**src/rtl/cla_serial_subtractor_if.sv**
```systemverilog
// Command/result handshake bundle for cla_serial_subtractor.
// The ovf signal exists only when SUB_OVF_EN is defined.
interface cla_serial_subtractor_if #(
  parameter int WIDTH = 16
);
  logic             start_valid;
  logic             start_ready;
  logic [WIDTH-1:0] a;
  logic [WIDTH-1:0] b;
  logic             bin;
  logic             res_valid;
  logic             res_ready;
  logic [WIDTH-1:0] diff;
  logic             bout;
  logic             busy;
`ifdef SUB_OVF_EN
  logic             ovf;
`endif

  modport master (
    output start_valid, a, b, bin, res_ready,
    input  start_ready, res_valid, diff, bout, busy
`ifdef SUB_OVF_EN
    , input ovf
`endif
  );

  modport slave (
    input  start_valid, a, b, bin, res_ready,
    output start_ready, res_valid, diff, bout, busy
`ifdef SUB_OVF_EN
    , output ovf
`endif
  );
endinterface

```
**src/rtl/cla_serial_subtractor.sv**
```systemverilog
// Nibble-serial subtractor: diff = a - b - bin over WIDTH/4 cycles using a 4-bit CLA per nibble.
// Define SUB_OVF_EN to add the signed-overflow output ovf.
module cla_serial_subtractor #(
  parameter int WIDTH = 16
) (
  input  logic                  clk,
  input  logic                  rst,
  cla_serial_subtractor_if.slave bus
);
  localparam int N  = WIDTH / 4;
  localparam int KW = (N > 1) ? $clog2(N) : 1;
  localparam logic [KW-1:0] K_LAST = KW'(N - 1);

  typedef enum logic [1:0] {S_IDLE, S_BUSY, S_DONE} state_t;

  state_t           r_state;
  logic [WIDTH-1:0] r_a;
  logic [WIDTH-1:0] r_b;
  logic [WIDTH-1:0] r_diff;
  logic [KW-1:0]    r_k;
  logic             r_borrow;
  logic             r_bout;
  logic             r_start_ready;
  logic             r_res_valid;
  logic             r_busy;
`ifdef SUB_OVF_EN
  logic             r_a_msb;
  logic             r_b_msb;
  logic             r_ovf;
`endif

  // Operands shift right each BUSY cycle, so the active nibble is always bits [3:0].
  logic [3:0] w_a_nib;
  logic [3:0] w_nb_nib;
  logic [3:0] w_g;
  logic [3:0] w_p;
  logic [4:0] w_c;
  logic [3:0] w_sum;

  assign w_a_nib  = r_a[3:0];
  assign w_nb_nib = ~r_b[3:0];
  assign w_g      = w_a_nib & w_nb_nib;
  assign w_p      = w_a_nib ^ w_nb_nib;

  // Carry-in is the inverted borrow; every carry is a flat look-ahead term.
  assign w_c[0] = ~r_borrow;
  assign w_c[1] = w_g[0] | (w_p[0] & w_c[0]);
  assign w_c[2] = w_g[1] | (w_p[1] & w_g[0]) | (w_p[1] & w_p[0] & w_c[0]);
  assign w_c[3] = w_g[2] | (w_p[2] & w_g[1]) | (w_p[2] & w_p[1] & w_g[0])
                | (w_p[2] & w_p[1] & w_p[0] & w_c[0]);
  assign w_c[4] = w_g[3] | (w_p[3] & w_g[2]) | (w_p[3] & w_p[2] & w_g[1])
                | (w_p[3] & w_p[2] & w_p[1] & w_g[0])
                | (w_p[3] & w_p[2] & w_p[1] & w_p[0] & w_c[0]);
  assign w_sum  = w_p ^ w_c[3:0];

  // NOTE: sequential state uses non-blocking (<=) so every register samples pre-edge values.
  always_ff @(posedge clk or posedge rst) begin
    if (rst) begin
      r_state       <= S_IDLE;
      r_a           <= '0;
      r_b           <= '0;
      r_diff        <= '0;
      r_k           <= '0;
      r_borrow      <= 1'b0;
      r_bout        <= 1'b0;
      r_start_ready <= 1'b1;
      r_res_valid   <= 1'b0;
      r_busy        <= 1'b0;
`ifdef SUB_OVF_EN
      r_a_msb       <= 1'b0;
      r_b_msb       <= 1'b0;
      r_ovf         <= 1'b0;
`endif
    end else begin
      case (r_state)
        S_IDLE: begin
          if (bus.start_valid) begin
            r_a           <= bus.a;
            r_b           <= bus.b;
            r_borrow      <= bus.bin;
            r_k           <= '0;
            r_state       <= S_BUSY;
            r_start_ready <= 1'b0;
            r_busy        <= 1'b1;
`ifdef SUB_OVF_EN
            r_a_msb       <= bus.a[WIDTH-1];
            r_b_msb       <= bus.b[WIDTH-1];
`endif
          end
        end
        S_BUSY: begin
          r_a      <= r_a >> 4;
          r_b      <= r_b >> 4;
          // New nibble enters at the top; after N cycles it has walked to its own slot.
          r_diff   <= (r_diff >> 4) | (WIDTH'(w_sum) << (WIDTH - 4));
          r_borrow <= ~w_c[4];
          r_k      <= r_k + KW'(1);
          if (r_k == K_LAST) begin
            r_bout      <= ~w_c[4];
            r_state     <= S_DONE;
            r_res_valid <= 1'b1;
`ifdef SUB_OVF_EN
            r_ovf       <= (r_a_msb ^ r_b_msb) & (w_sum[3] ^ r_a_msb);
`endif
          end
        end
        S_DONE: begin
          if (bus.res_ready) begin
            r_state       <= S_IDLE;
            r_res_valid   <= 1'b0;
            r_busy        <= 1'b0;
            r_start_ready <= 1'b1;
          end
        end
        default: begin
          r_state       <= S_IDLE;
          r_res_valid   <= 1'b0;
          r_busy        <= 1'b0;
          r_start_ready <= 1'b1;
        end
      endcase
    end
  end

  assign bus.start_ready = r_start_ready;
  assign bus.res_valid   = r_res_valid;
  assign bus.busy        = r_busy;
  assign bus.diff        = r_diff;
  assign bus.bout        = r_bout;
`ifdef SUB_OVF_EN
  assign bus.ovf         = r_ovf;
`endif
endmodule

```
**src/flat_wrapper.sv**
```systemverilog
// flat-port wrapper written by rule: the top's interface ports become plain ports
module cla_serial_subtractor_flat 
#(
  parameter int WIDTH = 16
)
  (clk, rst, bus_start_valid, bus_a, bus_b, bus_bin, bus_res_ready, bus_start_ready, bus_res_valid, bus_diff, bus_bout, bus_busy);
  cla_serial_subtractor_if #(.WIDTH(WIDTH)) bus_i ();
  input  logic clk;
  input  logic rst;
  input wire logic [$bits(bus_i.start_valid)-1:0] bus_start_valid;
  input wire logic [$bits(bus_i.a)-1:0] bus_a;
  input wire logic [$bits(bus_i.b)-1:0] bus_b;
  input wire logic [$bits(bus_i.bin)-1:0] bus_bin;
  input wire logic [$bits(bus_i.res_ready)-1:0] bus_res_ready;
  output wire logic [$bits(bus_i.start_ready)-1:0] bus_start_ready;
  output wire logic [$bits(bus_i.res_valid)-1:0] bus_res_valid;
  output wire logic [$bits(bus_i.diff)-1:0] bus_diff;
  output wire logic [$bits(bus_i.bout)-1:0] bus_bout;
  output wire logic [$bits(bus_i.busy)-1:0] bus_busy;
  assign bus_i.start_valid = bus_start_valid;
  assign bus_i.a = bus_a;
  assign bus_i.b = bus_b;
  assign bus_i.bin = bus_bin;
  assign bus_i.res_ready = bus_res_ready;
  assign bus_start_ready = bus_i.start_ready;
  assign bus_res_valid = bus_i.res_valid;
  assign bus_diff = bus_i.diff;
  assign bus_bout = bus_i.bout;
  assign bus_busy = bus_i.busy;
  cla_serial_subtractor #(.WIDTH(WIDTH)) u_core (.clk(clk), .rst(rst), .bus(bus_i));
endmodule
```
**config.mk**
```make
export PLATFORM = sky130hd
export DESIGN_NAME = cla_serial_subtractor_flat
export DESIGN_NICKNAME = d
export VERILOG_FILES = /design/src/rtl/cla_serial_subtractor_if.sv /design/src/rtl/cla_serial_subtractor.sv /design/src/flat_wrapper.sv
export SDC_FILE = /design/constraint.sdc
export NUM_CORES = 1
export LEC_CHECK = 0
export BUFFER_PORTS_ARGS = -buffer_cell sky130_fd_sc_hd__buf_2
export CORE_MARGIN = 4
export CORE_UTILIZATION = 55
export DETAILED_ROUTE_END_ITERATION = 12
export PLACE_DENSITY_LB_ADDON = 0.08
export SLEW_MARGIN = 10
export SYNTH_ARGS = -nofsm -noshare
export SYNTH_HDL_FRONTEND = slang
export SYNTH_SLANG_ARGS = --single-unit
```
**constraint.sdc**
```tcl
create_clock -name clk -period 1.9 [get_ports clk]
set_input_delay 0.38 -clock clk [delete_from_list [all_inputs] [get_ports clk]]
set_output_delay 0.38 -clock clk [all_outputs]
set_load 0.01 [all_outputs]
```
; ---- After elaboration in Yosys (flattened, before gate mapping)
; Index checks and enable logic that the tools add are counted.
[totals]
regBits = 57
latchBits = 0
ramBits = 0
rom_bits = 0
input_bits = 37
output_inout_bits = 20
elab_cells = 79
n_memories = 0
[op_classes]
add_sub_neg = 1
multipliers = 0
n_div = 0
order_cmp = 0
n_eq_ne = 6
shift = 0
muxes = 20
bitwise_logic = 35
n_reduce_logical = 7
[ops]
columns = operator, n
row1 = 16-bit case mux with 2 select lines, 2
row2 = 16-bit two-way mux, 2
row3 = 1-bit bitwise AND, 16
row4 = 12-bit by 16-bit bitwise OR with 16-bit output, 1
row5 = 1-bit bitwise OR, 10
row6 = 1-bit case mux with 3 select lines, 3
row7 = 3-bit AND reduction, 3
row8 = 2-bit two-way mux, 4
row9 = 4-bit bitwise XOR, 2
row10 = 1-bit two-way mux, 6
row11 = 2-bit case mux with 3 select lines, 1
row12 = 4-bit bitwise AND, 1
row13 = 2-bit equality test (second input constant), 2
row14 = 2-bit inequality test (second input constant), 2
row15 = 1-bit inverter, 4
row16 = 4-bit inverter, 1
row17 = 2-bit case mux with 2 select lines, 1
row18 = 2-bit AND reduction, 2
row19 = 2-bit by 1-bit adder with 2-bit output (second input constant), 1
row20 = 2-bit by 1-bit equality test with 1-bit output (second input constant), 1
row21 = 2-bit logical NOT, 1
row22 = 2-bit by 1-bit inequality test with 1-bit output (second input constant), 1
row23 = 1-bit case mux with 2 select lines, 1
row24 = 2-bit nonzero test, 1

; ---- Longest topological paths before layout
; Gate-level depths: netlist of the first run.
[logic_depth]
word_depth = 9
ltp_mapped = 6
depth_no_buf = 6

; ---- Worst setup path before layout of the first run
; OpenSTA, ideal clock, no wires.
[synth_timing]
kind = register to register
from = register u_core.r_b[0]
to = register u_core.r_diff[15] (netlist: u_core.bus.diff[15])
setup_ns = 0.095
t_arrival_ns = 1.357
required_ns = 1.805
path_slack_ns = 0.447
path_stages_with_launch = 7
n_path_buf = 0
period_less_slack_ns = 1.453
path_cell_list = dfrtp_1 inv_1 ha_1 nor2b_1 o21ai_0 o22ai_1 o31ai_1
[synth_between]
elab_chain_len = 7
elab_cells_between_ends = 10
classes_between = bitwise: 10
[synth_lines]
columns = element, line
row1 = "start, declared", cla_serial_subtractor.sv:18  ; logic [WIDTH-1:0] r_b;
row2 = "start signal, assigned", cla_serial_subtractor.sv:79  ; r_b <= bus.b;
row3 = "start signal, assigned", cla_serial_subtractor.sv:93  ; r_b <= r_b >> 4;
row4 = 4-bit inverter (*), cla_serial_subtractor.sv:41  ; assign w_nb_nib = ~r_b[3:0];
row5 = 4-bit bitwise AND or 4-bit bitwise XOR (tied branches), "cla_serial_subtractor.sv:42, cla_serial_subtractor.sv:43"
row6 = 1-bit bitwise AND (on tied branches), "cla_serial_subtractor.sv:49, cla_serial_subtractor.sv:50"
row7 = 1-bit bitwise OR or 1-bit bitwise AND (tied branches), "cla_serial_subtractor.sv:49, cla_serial_subtractor.sv:50"
row8 = 1-bit bitwise OR (*), cla_serial_subtractor.sv:50  ; | (w_p[2] & w_p[1] & w_p[0] & w_c[0]);
row9 = 4-bit bitwise XOR (*), cla_serial_subtractor.sv:54  ; assign w_sum = w_p ^ w_c[3:0];
row10 = 12-bit by 16-bit bitwise OR with 16-bit output (*), cla_serial_subtractor.sv:95  ; r_diff <= (r_diff >> 4) | (WIDTH'(w_sum) << (WIDTH - 4));
row11 = "end signal, assigned", cla_serial_subtractor.sv:95
row12 = "end, declared", cla_serial_subtractor.sv:19  ; logic [WIDTH-1:0] r_diff;
; Mark *: on every way between the ends. The rest lies on a longest branch, timed or not.
; A chain may end at the register's enable or synchronous reset.

; ---- Worst setup path in the final report of the first run
; Same ends and word-level chain as after synthesis.

==> results.rst, run 1 <==
.. list-table::
   :header-rows: 1

   * - Metric
     - Value
   * - Area fraction of the dominant cell type after synthesis
     - 49.6%
   * - Number of buffers added by the clock tree synthesis step
     - 9
   * - Crit path time final
     - 1.63 ns
   * - Number of synthesized register bits
     - 57
   * - Number of nets produced by synthesis
     - 342
   * - Max-slew violation count
     - 0
   * - Global-route wire length before repair
     - 11100 um
   * - Number of levels in the clock H-tree
     - 3
   * - Critical R2R Launch
     - u_core.r_b[0]
   * - Net switching power of the design
     - 0.00224 W
   * - Sink count of the clock tree
     - 57
   * - Count of buffers added by post-CTS timing repair for setup
     - 0
   * - Required arrival time at the worst endpoint
     - 2.14 ns
   * - Kind of critical path
     - register to register
   * - Max-capacitance violation count
     - 0
   * - Worst Hold Class
     - primary input to async pin
   * - Total power per unit cell area
     - 1710 mW/mm2
   * - Overall global routing resource usage
     - 22.8%
   * - Remaining number of nets flagged by the antenna check after routing
     - 0
   * - Crit path DAT
     - 1.87 ns
   * - Worst ir drop on vdd
     - 0.703 mV
   * - Sequential share of power
     - 37.5%
   * - Cell Int Power
     - 0.00349 W
   * - Number of DRC violations after detailed-routing iteration 0
     - 145
   * - Relative contribution of the clock network to total power
     - 20.4%
   * - Die area
     - 0.00635 mm2
   * - Residual DRC count
     - 0
   * - Startpoint Class
     - register
   * - Yosys synthesis warning count
     - 0
   * - CP Launch Point
     - u_core.r_b[0]
   * - Pre-antenna DRT Iters
     - 5
   * - Post-synth top area cell
     - sky130_fd_sc_hd__dfrtp_1
   * - Remaining global-route overflow
     - 0
   * - Setup crit end
     - u_core.bus.diff[15]
   * - Number of resized instances in the post-cts repair step
     - 0
   * - Final Hold Violating Endpoints
     - 0
   * - Average size of a mapped cell
     - 9.45 um2
   * - Clock slew at the register clock pins of the worst setup and hold paths
     - 0.06 ns
   * - Final setup violation count
     - 0
   * - Commonest cells post-synth
     - sky130_fd_sc_hd__dfrtp_1 (56), sky130_fd_sc_hd__nand2_1 (53), sky130_fd_sc_hd__a21oi_1 (30)
   * - CP Max Fanout
     - 3
   * - Fraction of final layout cells with drive strength greater than 1
     - 24.4%
   * - Ys async rst share
     - 100%
   * - Initial antenna violation count
     - 0
   * - Die Width
     - 79.7 um
   * - Share of the cycle needed by the critical path after routing
     - 86.0%
   * - Signed area change from the synthesized netlist to the final layout
     - 18.9%
   * - Antenna cell count
     - 0
   * - Most repeated cell in the gate-level netlist after synthesis
     - sky130_fd_sc_hd__dfrtp_1
   * - Pin count of the biggest net entering global routing
     - 58
   * - Switch share
     - 39.1%
   * - Nets
     - 398
   * - Final non-filler cell total
     - 427
   * - Post-synthesis sequential area ratio
     - 50.5%
   * - Post-Synthesis Cells
     - 299
   * - Rows
     - 25
   * - Unrepaired setup endpoints after global routing
     - no
   * - Floorplan core area
     - 0.00485 mm2
   * - Number of buffer cells added on primary ports
     - 56
   * - Area taken by flip-flops and latches
     - 0.00143 mm2
   * - Number of top-level pins
     - 57
   * - Total number of vias
     - 2315
   * - Worst r2r path cells
     - 6
   * - Worst R2R Setup Slack
     - 0.27 ns
   * - Clock Latency Late Sink
     - 0.34 ns
   * - Distinct cell type count of the synthesized netlist
     - 35
   * - Clock Skew
     - 0.00938 ns
   * - Routed wirelength normalized by instance count
     - 14.9 um
   * - Timing-limited maximum frequency
     - 612 MHz
   * - GP Congestion
     - 0.790
   * - Die height
     - 79.7 um
   * - Number of placed cells counting well taps
     - 411
   * - Post-layout power
     - 0.00573 W
   * - Hold buffer count at CTS
     - 0
   * - Max Root-Sink Buffers
     - 2
   * - CTS tree
     - done
   * - Number of fill cells
     - 376
   * - Static power due to leakage
     - 1.63 nW
   * - Most frequently used flop master after synthesis
     - sky130_fd_sc_hd__dfrtp_1
   * - Dpl hpwl
     - 4210 um
   * - Total negative slack
     - 0 ns
   * - Effective utilization at floorplan
     - 58.3%
   * - Area taken by multi-input logic gates
     - 0.00123 mm2
   * - Top area cells in the synthesized netlist
     - sky130_fd_sc_hd__dfrtp_1 (50%), sky130_fd_sc_hd__nand2_1 (7.0%), sky130_fd_sc_hd__a22oi_1 (6.4%)
   * - Vias in the first global route
     - 2296
   * - CP Capture Type
     - register
   * - Worst rel slew slack
     - 72.0%
   * - Clk root buf
     - sky130_fd_sc_hd__clkbuf_8
   * - Number of synthesized flops with an enable pin
     - 0
   * - Transition time at the pin with the least slew margin
     - 0.420 ns
   * - Synthesized area
     - 0.00283 mm2
   * - Endpoint of the most critical register-to-register path
     - u_core.bus.diff[15]
   * - Run status
     - complete, no violations
   * - Vias/cell
     - 5.42
   * - Final wirelength
     - 6340 um
   * - Power share of the combinational group
     - 42.2%
==> how the worst min path moves through the flow <==
| stage | from | endpoint | slack [ns] | cells past startpoint |
|---|---|---|---|---|
| 2_1_floorplan | u_core.r_k[0] | u_core.r_k[0] | 0.47 | 1 |
| 3_3_place_gp | u_core.bus.diff[1] | u_core.bus.diff[1] | 0.45 | 2 |
| 3_5_place_dp | rst | u_core.r_k[0] | 0.46 | 3 |
| 4_1_cts | rst | u_core.r_a[10] | 0.1 | 3 |
| 5_1_grt | rst | u_core.bus.res_valid | 0.12 | 3 |
| 6_report | rst | u_core.bus.res_valid | 0.09 | 3 |
==> routing by layer <==
metal / up-vias / wire length (um) / track usage (%)
met4: 0 / 137 / 11.3
met3: 12 / 301 / 4.18
met1: 1098 / 2860 / 30.4
met2: 58 / 3050 / 35.7
li1: 1147 / - / -
met5: - / 0 / 0
==> cell usage in the layout, fill, tap and decap left out, drive strengths merged, types with 10 or more instances in the layout <==
master / Yosys / final
o21ai: 38 / 38
nor2b: 21 / 21
a22oi: 24 / 24
dfrtp: 56 / 56
nand2: 53 / 53
inv: 10 / 10
and2b: 10 / 10
a21oi: 31 / 31
buf: 14 / 67
clkbuf: 8 / 14
==> sequential cells by signal, summed over array words and instances (netlist names) <==
signal	flops
u_core.bus.diff	16
u_core.r_a	16
u_core.r_b	16
u_core.r_k	2
u_core.r_state	2
u_core.bus.bout	1
u_core.bus.busy	1
u_core.bus.res_valid	1
u_core.bus.start_ready	1
u_core.r_borrow	1
==> worst max-delay path: stages, from the launching register on <==
cell,delay (ns)
sky130_fd_sc_hd__dfrtp_1,0.40
sky130_fd_sc_hd__inv_1,0.09
sky130_fd_sc_hd__ha_1,0.29
sky130_fd_sc_hd__nor2b_1,0.14
sky130_fd_sc_hd__o21ai_0,0.23
sky130_fd_sc_hd__o22ai_1,0.17
sky130_fd_sc_hd__o31ai_1,0.24
==> final cells by class <==
type | instances | area share, %
Multi-Input combinational cell | 210 | 36.5
Tap cell | 67 | 2.50
Sequential cell | 57 | 42.5
Timing Repair Buffer | 67 | 11.2
Clock buffer | 14 | 5.14
Clock inverter | 2 | 1.04
Inverter | 10 | 1.12
==> power groups by stage <==
stage	clock network, W	registers [W]	logic [W]
finish	0.00117	0.00214	0.00241
detailed placement	0	0.00216	0.00243
CTS	0.00119	0.00215	0.00244
global placement	0	0.00214	0.00236
floorplan	0	0.00216	0.00173
global route	0.00125	0.00222	0.00276
==> per-stage QoR <==
stage	setup slack [ns]	cell area (um2)	hold WS [ns]	utilization (%)
finish	0.266	3360	0.0882	69.3
global route	0.101	3360	0.122	69.3
CTS	0.291	3360	0.0959	69.3
detailed placement	0.313	3150	0.457	65.0
global placement	0.354	3150	0.454	65.0
floorplan	0.122	2830	0.466	-
==> logic make-up after synthesis <==
group,synth area share (%)
compound gates,24.2
fa+ha+maj,2.92
xor+xnor,0.310
flops,50.5
simple gates,15.5
buf+inv,6.16
mux,0.354
Note: power is estimated with default switching activity, not from simulation.
==> run 2, diff against run 1 <==
ABC_AREA = 1   (was unset)
CORE_UTILIZATION = 54   (was 55)
SKIP_LAST_GASP = 1   (was unset)
==> results.rst, run 2 <==
.. list-table::
   :header-rows: 1

   * - Metric
     - Value
   * - Distinct cell type count of the synthesized netlist
     - 27 (was 35)
   * - Ys async rst share
     - 100% (unchanged)
   * - Max-capacitance violation count
     - 0 (unchanged)
   * - Post-Synth Adder-Cell Area
     - 3.09% (was 2.92%)
   * - Simple logic cell fraction of the synthesized area
     - 21.9% (was 15.5%)
   * - GP Congestion
     - 0.745 (was 0.790)
   * - Number of resized instances in the post-cts repair step
     - 0 (unchanged)
   * - Area fraction of the dominant cell type after synthesis
     - 52.4% (was 49.6%)
   * - CP Capture Type
     - register (unchanged)
   * - Clk root buf
     - sky130_fd_sc_hd__clkbuf_8 (unchanged)
   * - Cell type of the slowest stage on the worst timing path
     - sky130_fd_sc_hd__ha_1 (was sky130_fd_sc_hd__dfrtp_1)
   * - Most repeated cell in the gate-level netlist after synthesis
     - sky130_fd_sc_hd__nand2_1 (was sky130_fd_sc_hd__dfrtp_1)
   * - Required arrival time at the worst endpoint
     - 2.15 ns (was 2.14 ns)
   * - Post-Synthesis Cells
     - 305 (was 299)
   * - Timing-limited maximum frequency
     - 706 MHz (was 612 MHz)
   * - Post-Synth XOR/XNOR Area
     - 0.327% (was 0.310%)
   * - Die area
     - 0.00615 mm2 (was 0.00635 mm2)
   * - Pre-antenna DRT Iters
     - 4 (was 5)
   * - Final setup violation count
     - 0 (unchanged)
   * - Fraction of final layout cells with drive strength greater than 1
     - 26.4% (was 24.4%)
   * - Run status
     - complete, no violations (unchanged)
   * - Residual DRC count
     - 0 (unchanged)
   * - Synth Area in Compound Gates
     - 13.8% (was 24.2%)
   * - Final wirelength
     - 5590 um (was 6340 um)
   * - Max Root-Sink Buffers
     - 2 (unchanged)
   * - Post-layout power
     - 0.00611 W (was 0.00573 W)
   * - Antenna cell count
     - 0 (unchanged)
   * - Maximum cell stage delay along the critical path
     - 0.35 ns (was 0.40 ns)
   * - Number of buffers and inverters on the critical path
     - 1 (unchanged)
   * - Overall global routing resource usage
     - 20.2% (was 22.8%)
   * - Worst Hold Class
     - primary input to async pin (unchanged)
   * - Die Width
     - 78.4 um (was 79.7 um)
   * - Remaining number of nets flagged by the antenna check after routing
     - 0 (unchanged)
   * - Signed area change from the synthesized netlist to the final layout
     - 18.8% (was 18.9%)
   * - Unrepaired setup endpoints after global routing
     - no (unchanged)
   * - Total number of vias
     - 2147 (was 2315)
   * - Final Hold Violating Endpoints
     - 0 (unchanged)
   * - Yosys synthesis warning count
     - 0 (unchanged)
   * - Number of buffers added by the clock tree synthesis step
     - 9 (unchanged)
   * - Most common cell after layout, fill and taps aside
     - sky130_fd_sc_hd__nand2_1
   * - Rows
     - 25 (unchanged)
   * - Total negative slack
     - 0 ns (unchanged)
   * - Hold buffer count at CTS
     - 0 (unchanged)
   * - Pin count of the biggest net entering global routing
     - 58 (unchanged)
   * - Transition time at the pin with the least slew margin
     - 0.299 ns (was 0.420 ns)
   * - Nets
     - 406 (was 398)
   * - Share of the cycle needed by the critical path after routing
     - 74.6% (was 86.0%)
   * - Most frequently used flop master after synthesis
     - sky130_fd_sc_hd__dfrtp_1 (unchanged)
   * - Number of synthesized register bits
     - 57 (unchanged)
   * - Cells along the critical path
     - inv_1, ha_1, or2_2, nand3_1, nand2_1, o21ai_0 (was inv_1, ha_1, nor2b_1, o21ai_0, o22ai_1, o31ai_1)
   * - Average size of a mapped cell
     - 8.77 um2 (was 9.45 um2)
   * - Max-slew violation count
     - 0 (unchanged)
   * - Kind of critical path
     - register to register (unchanged)
   * - Static power due to leakage
     - 1.67 nW (was 1.63 nW)
   * - Effective utilization at floorplan
     - 56.3% (was 58.3%)
   * - WHS
     - 0.100 ns (was 0.0882 ns)
   * - Commonest cells post-synth
     - sky130_fd_sc_hd__nand2_1 (99), sky130_fd_sc_hd__dfrtp_1 (56), sky130_fd_sc_hd__o21ai_0 (41) (was sky130_fd_sc_hd__dfrtp_1 (56), sky130_fd_sc_hd__nand2_1 (53), sky130_fd_sc_hd__a21oi_1 (30))
   * - Crit path DAT
     - 1.67 ns (was 1.87 ns)
   * - Number of DRC violations after detailed-routing iteration 0
     - 115 (was 145)
   * - CTS tree
     - done (unchanged)
   * - Post-synthesis sequential area ratio
     - 53.3% (was 50.5%)
   * - Total power per unit cell area
     - 1920 mW/mm2 (was 1710 mW/mm2)
   * - Clock Latency Late Sink
     - 0.33 ns (was 0.34 ns)
   * - Initial antenna violation count
     - 0 (unchanged)
   * - Synthesized area
     - 0.00268 mm2 (was 0.00283 mm2)
   * - Routed wirelength normalized by instance count
     - 12.9 um (was 14.9 um)
   * - Floorplan core area
     - 0.00475 mm2 (was 0.00485 mm2)
   * - Die height
     - 78.4 um (was 79.7 um)
   * - Top area cells in the synthesized netlist
     - sky130_fd_sc_hd__dfrtp_1 (52%), sky130_fd_sc_hd__nand2_1 (14%), sky130_fd_sc_hd__o21ai_0 (7.7%) (was sky130_fd_sc_hd__dfrtp_1 (50%), sky130_fd_sc_hd__nand2_1 (7.0%), sky130_fd_sc_hd__a22oi_1 (6.4%))
   * - Number of levels in the clock H-tree
     - 3 (unchanged)
   * - Number of buffer cells added on primary ports
     - 56 (unchanged)
   * - Startpoint Class
     - register (unchanged)
   * - Largest family of logic cells by synthesized area
     - simple AND/OR/NAND/NOR gates (was compound AO/OA/AOI/OAI gates)
   * - Number of synthesized flops with an enable pin
     - 0 (unchanged)
   * - Count of buffers added by post-CTS timing repair for setup
     - 0 (unchanged)
   * - Number of top-level pins
     - 57 (unchanged)
   * - Number of nets produced by synthesis
     - 348 (was 342)
   * - Post-synth top area cell
     - sky130_fd_sc_hd__dfrtp_1 (unchanged)
   * - CP Max Fanout
     - 4 (was 3)
   * - Worst rel slew slack
     - 80.0% (was 72.0%)
   * - Crit path time final
     - 1.42 ns (was 1.63 ns)
   * - Worst ir drop on vdd
     - 0.972 mV (was 0.703 mV)
   * - Vias in the first global route
     - 2108 (was 2296)
   * - Multiplexer share of the synthesized area
     - 0% (was 0.354%)
   * - Clock slew at the register clock pins of the worst setup and hold paths
     - 0.06 ns (about the same)
   * - Remaining global-route overflow
     - 0 (unchanged)
   * - Family with the most delay on the worst path
     - simple AND/OR/NAND/NOR gates (was compound AO/OA/AOI/OAI gates)
   * - Clock Skew
     - 0.00809 ns (was 0.00938 ns)
   * - Most used cells in the layout excluding fill and tap cells
     - sky130_fd_sc_hd__nand2_1 (99), sky130_fd_sc_hd__buf_2 (56), sky130_fd_sc_hd__dfrtp_1 (56) (was sky130_fd_sc_hd__buf_2 (56), sky130_fd_sc_hd__dfrtp_1 (56), sky130_fd_sc_hd__nand2_1 (53))
   * - Global-route wire length before repair
     - 9600 um (was 11100 um)
   * - Vias/cell
     - 4.95 (was 5.42)
   * - Dpl hpwl
     - 3610 um (was 4210 um)
   * - Sink count of the clock tree
     - 57 (unchanged)
[run 2: changes by cell type in the layout (fill, tap and decap cells not counted), sizes merged, moves of 8 or more]
cell,before,now
a22oi,24,0
a21oi,31,3
nand3,0,13
and2b,10,0
nor2b,21,0
o21ai,38,49
nand2,53,101
inv,10,18
nor2,5,32
[run 2: layout make-up]
class,count,area (um2)
Fill cell,401,1580
Clock buffer,12,155
Sequential cell,57,1430
Multi-Input combinational cell,214,1050
Inverter,18,67.6
Tap cell,67,83.8
Clock inverter,3,40.0
Timing Repair Buffer,63,358
[run 2: power breakdown]
part	switching (W)	internal (W)	leakage, nW
clock network	0.000457	0.000666	0.102
registers	0.000340	0.00183	0.701
logic	0.00174	0.00108	0.864
total	0.00254	0.00357	1.67
[run 2: worst paths after layout]
path	start	endpoint	slack, ns	cells past startpoint
worst min register to register	u_core.bus.start_ready	u_core.bus.start_ready	0.46	2
max in group asynchronous	rst	u_core.bus.start_ready	1.52	3
worst max-delay path	u_core.r_b[1]	u_core.bus.bout	0.48	6
worst max register to register	u_core.r_b[1]	u_core.bus.bout	0.48	6
worst min-delay path	rst	u_core.r_b[15]	0.10	3
min in group clk	bus_b[15]	u_core.r_b[15]	0.27	3
[run 2: worst reg2reg max path, stage by stage (launching register included)]
cell and delay, ns:
sky130_fd_sc_hd__dfrtp_1 0.32, sky130_fd_sc_hd__inv_1 0.05, sky130_fd_sc_hd__ha_1 0.35, sky130_fd_sc_hd__or2_2 0.32, sky130_fd_sc_hd__nand3_1 0.10, sky130_fd_sc_hd__nand2_1 0.07
sky130_fd_sc_hd__o21ai_0 0.14
[run 2: per-stage QoR]
| step | instances | utilization, % | setup slack, ns | instance area, um2 |
|---|---|---|---|---|
| finish | 434 | 66.9 | 0.483 | 3180 |
| global route | 434 | 66.9 | 0.359 | 3180 |
| CTS | 434 | 66.9 | 0.483 | 3180 |
| detailed placement | 419 | 62.8 | 0.482 | 2980 |
| global placement | 419 | 62.8 | 0.548 | 2980 |
| floorplan | 305 | - | 0.122 | 2680 |
[run 2: kinds of logic (layout without fill, tap and decap cells)]
group                    count (synthesis)  after routing
AO/OA/AOI/OAI                           59             59
XOR/XNOR                                 1              1
adder cells (fa/ha/maj)                  6              6
buffers and inverters                   34             96
flip-flops                              57             57
AND/OR/NAND/NOR                        148            148
[run 2: layer usage]
metal  share of wire [%]  track usage [%]
met4                 1.3             8.39
met1                  46             26.8
met5                   0                0
met3                 4.2             5.62
met2                  48             31.3
==> run 3, diff against run 2 <==
CORE_UTILIZATION = 49   (was 54)
clock period = 1.25 ns   (was 1.9 ns; I/O delays follow)
==> results.rst, run 3 (synthesis results as in run 2) <==
.. list-table::
   :header-rows: 1

   * - Metric
     - Value
   * - Kind of critical path
     - register to register (unchanged)
   * - Number of levels in the clock H-tree
     - 3 (unchanged)
   * - Number of DRC violations after detailed-routing iteration 0
     - 103 (was 115)
   * - Pin count of the biggest net entering global routing
     - 58 (unchanged)
   * - CTS tree
     - done (unchanged)
   * - Cell Int Power
     - 0.00605 W (was 0.00357 W)
   * - Static power due to leakage
     - 1.74 nW (was 1.67 nW)
   * - Sequential share of power
     - 32.8% (was 35.4%)
   * - Max Root-Sink Buffers
     - 2 (unchanged)
   * - Final Hold Violating Endpoints
     - 2 (was 0)
   * - Clock Latency Late Sink
     - 0.32 ns (was 0.33 ns)
   * - Share of the cycle needed by the critical path after routing
     - 102% (was 74.6%)
   * - Run status
     - finished with violations (was complete, no violations)
   * - Number of fill cells
     - 444 (was 401)
   * - Final wirelength
     - 5940 um (was 5590 um)
   * - Number of buffers added by the clock tree synthesis step
     - 9 (unchanged)
   * - Worst ir drop on vdd
     - 1.54 mV (was 0.972 mV)
   * - Net switching power of the design
     - 0.00416 W (was 0.00254 W)
   * - Startpoint Class
     - register (unchanged)
   * - Clock slew at the register clock pins of the worst setup and hold paths
     - 0.06 ns (about the same)
   * - Area taken by flip-flops and latches
     - 0.00143 mm2 (unchanged)
   * - Remaining number of nets flagged by the antenna check after routing
     - 0 (unchanged)
   * - Crit path DAT
     - 1.52 ns (was 1.67 ns)
   * - Signed area change from the synthesized netlist to the final layout
     - 27.8% (was 18.8%)
   * - Timing-limited maximum frequency
     - 785 MHz (was 706 MHz)
   * - GP Congestion
     - 0.803 (was 0.745)
   * - Violations in the final reports
     - hold timing, setup timing
   * - Family with the most delay on the worst path
     - flip-flops (was simple AND/OR/NAND/NOR gates)
   * - Relative contribution of the clock network to total power
     - 14.2% (was 18.4%)
   * - Effective utilization at floorplan
     - 51.4% (was 56.3%)
   * - Final non-filler cell total
     - 451 (was 434)
   * - Fraction of final layout cells with drive strength greater than 1
     - 33.1% (was 26.4%)
   * - Floorplan core area
     - 0.00520 mm2 (was 0.00475 mm2)
   * - Rows
     - 26 (was 25)
   * - Nets
     - 421 (was 406)
   * - Critical R2R Launch
     - u_core.r_b[0] (was u_core.r_b[1])
   * - Total negative slack
     - -0.0305 ns (was 0 ns)
   * - Vias/cell
     - 4.90 (was 4.95)
   * - Number of top-level pins
     - 57 (unchanged)
   * - Post-route setup slack
     - -0.0246 ns (was 0.483 ns)
   * - Number of placed cells counting well taps
     - 430 (was 419)
   * - Worst Hold Class
     - primary input to async pin (unchanged)
   * - Unrepaired setup endpoints after global routing
     - yes (was no)
   * - Switch share
     - 40.8% (was 41.6%)
   * - CP Max Fanout
     - 3 (was 4)
   * - Clock Skew
     - 0.00483 ns (was 0.00809 ns)
   * - Worst Setup Slack post-DPL
     - -0.0390 ns (was 0.482 ns)
   * - Overall global routing resource usage
     - 19.4% (was 20.2%)
   * - Maximum cell stage delay along the critical path
     - 0.39 ns (was 0.35 ns)
   * - Total number of vias
     - 2212 (was 2147)
   * - Power share of the combinational group
     - 52.9% (was 46.2%)
   * - Transition time at the pin with the least slew margin
     - 0.305 ns (was 0.299 ns)
   * - Area taken by multi-input logic gates
     - 0.00112 mm2 (was 0.00105 mm2)
   * - Required arrival time at the worst endpoint
     - 1.49 ns (was 2.15 ns)
   * - CP Launch Point
     - u_core.r_b[0] (was u_core.r_b[1])
   * - Vias in the first global route
     - 2149 (was 2108)
   * - Final setup violation count
     - 2 (was 0)
   * - Number of buffer cells added on primary ports
     - 56 (unchanged)
   * - Antenna cell count
     - 0 (unchanged)
   * - Clk root buf
     - sky130_fd_sc_hd__clkbuf_8 (unchanged)
   * - Die Width
     - 81.9 um (was 78.4 um)
   * - Worst rel slew slack
     - 79.7% (was 80.0%)
   * - Remaining global-route overflow
     - 0 (unchanged)
   * - Most used cells in the layout excluding fill and tap cells
     - sky130_fd_sc_hd__nand2_1 (94), sky130_fd_sc_hd__dfrtp_1 (56), sky130_fd_sc_hd__buf_2 (55) (was sky130_fd_sc_hd__nand2_1 (99), sky130_fd_sc_hd__buf_2 (56), sky130_fd_sc_hd__dfrtp_1 (56))
   * - Max-capacitance violation count
     - 0 (unchanged)
   * - Cell type of the slowest stage on the worst timing path
     - sky130_fd_sc_hd__dfrtp_1 (was sky130_fd_sc_hd__ha_1)
   * - Pre-antenna DRT Iters
     - 4 (unchanged)
   * - Global-route wire length before repair
     - 9930 um (was 9600 um)
   * - Hold buffer count at CTS
     - 0 (unchanged)
   * - CP Capture Type
     - register (unchanged)
   * - Total power per unit cell area
     - 2980 mW/mm2 (was 1920 mW/mm2)
   * - Cells along the critical path
     - inv_2, ha_4, nor2_1, nand2_2, buf_4, nand3_1, nand2_1, o21ai_1 (was inv_1, ha_1, or2_2, nand3_1, nand2_1, o21ai_0)
   * - Number of buffers and inverters on the critical path
     - 2 (was 1)
   * - Post-layout power
     - 0.0102 W (was 0.00611 W)
   * - Die height
     - 81.9 um (was 78.4 um)
   * - Crit path time final
     - 1.27 ns (was 1.42 ns)
   * - Initial antenna violation count
     - 0 (unchanged)
   * - Sink count of the clock tree
     - 57 (unchanged)
   * - Dpl hpwl
     - 3850 um (was 3610 um)
   * - Residual DRC count
     - 0 (unchanged)
   * - WHS
     - -0.00441 ns (was 0.100 ns)
   * - Most common cell after layout, fill and taps aside
     - sky130_fd_sc_hd__nand2_1 (unchanged)
   * - Routed wirelength normalized by instance count
     - 13.2 um (was 12.9 um)
   * - Die area
     - 0.00671 mm2 (was 0.00615 mm2)
   * - Max-slew violation count
     - 0 (unchanged)
-- run 3: what timing repair did --
item | CTS | global route
gates resized for setup | 2 | 20
setup endpoints to repair | 11 | 42
gates cloned | 1 | 0
setup buffers | 0 | 6
pin swaps | 2 | 9
-- run 3: layer usage --
metal	track usage, %	part of all wire [%]	vias to the layer above
met5	0	0	-
met4	7.48	1.0	0
met2	30.0	47	42
met3	3.62	3.8	6
li1	-	-	1134
met1	27.0	48	1030
-- run 3: path summary, 6_finish.rpt --
| path | cells after the start | end | slack, ns |
|---|---|---|---|
| max in group asynchronous | 3 | u_core.bus.start_ready | 0.95 |
| worst min register to register | 2 | u_core.r_b[14] | 0.48 |
| worst max-delay path | 8 | u_core.bus.diff[14] | -0.02 |
| worst min-delay path | 3 | u_core.r_state[1] | -0.004 |
| min in group clk | 3 | u_core.r_b[14] | 0.15 |
| worst max register to register | 8 | u_core.bus.diff[14] | -0.02 |
-- run 3: layout make-up --
cell class,count,share of cell area (%)
multi-input combinational,214,32.9
timing repair buffer,78,16.0
clock buffer,14,4.75
sequential,57,41.7
tap,70,2.56
inverter,18,2.08
-- run 3: worst reg2reg max path: cells and delay by family, from the launching register on --
family	cells	cell delay [ns]
and+or+nand+nor	4	0.33
buffers and inverters	2	0.20
AOI/OAI and AO/OA	1	0.11
DFF	1	0.39
adders and majority gates	1	0.16
-- run 3: power groups by stage --
stage	logic, W	registers, W	clock network (W)
finish	0.00540	0.00335	0.00145
detailed placement	0.00479	0.00334	0
CTS	0.00499	0.00333	0.00150
global placement	0.00469	0.00330	0
floorplan	0.00335	0.00338	0
global route	0.00617	0.00346	0.00159
-- run 3: metrics by stage --
step                      utilization, %  cell area (um2)  hold WS, ns
final                               65.7             3420     -0.00441
after global routing                65.7             3420       0.0221
after CTS                           63.6             3310      0.00647
after detailed placement            59.6             3100        0.356
after global placement              59.6             3100        0.350
after floorplan                        -             2700        0.336
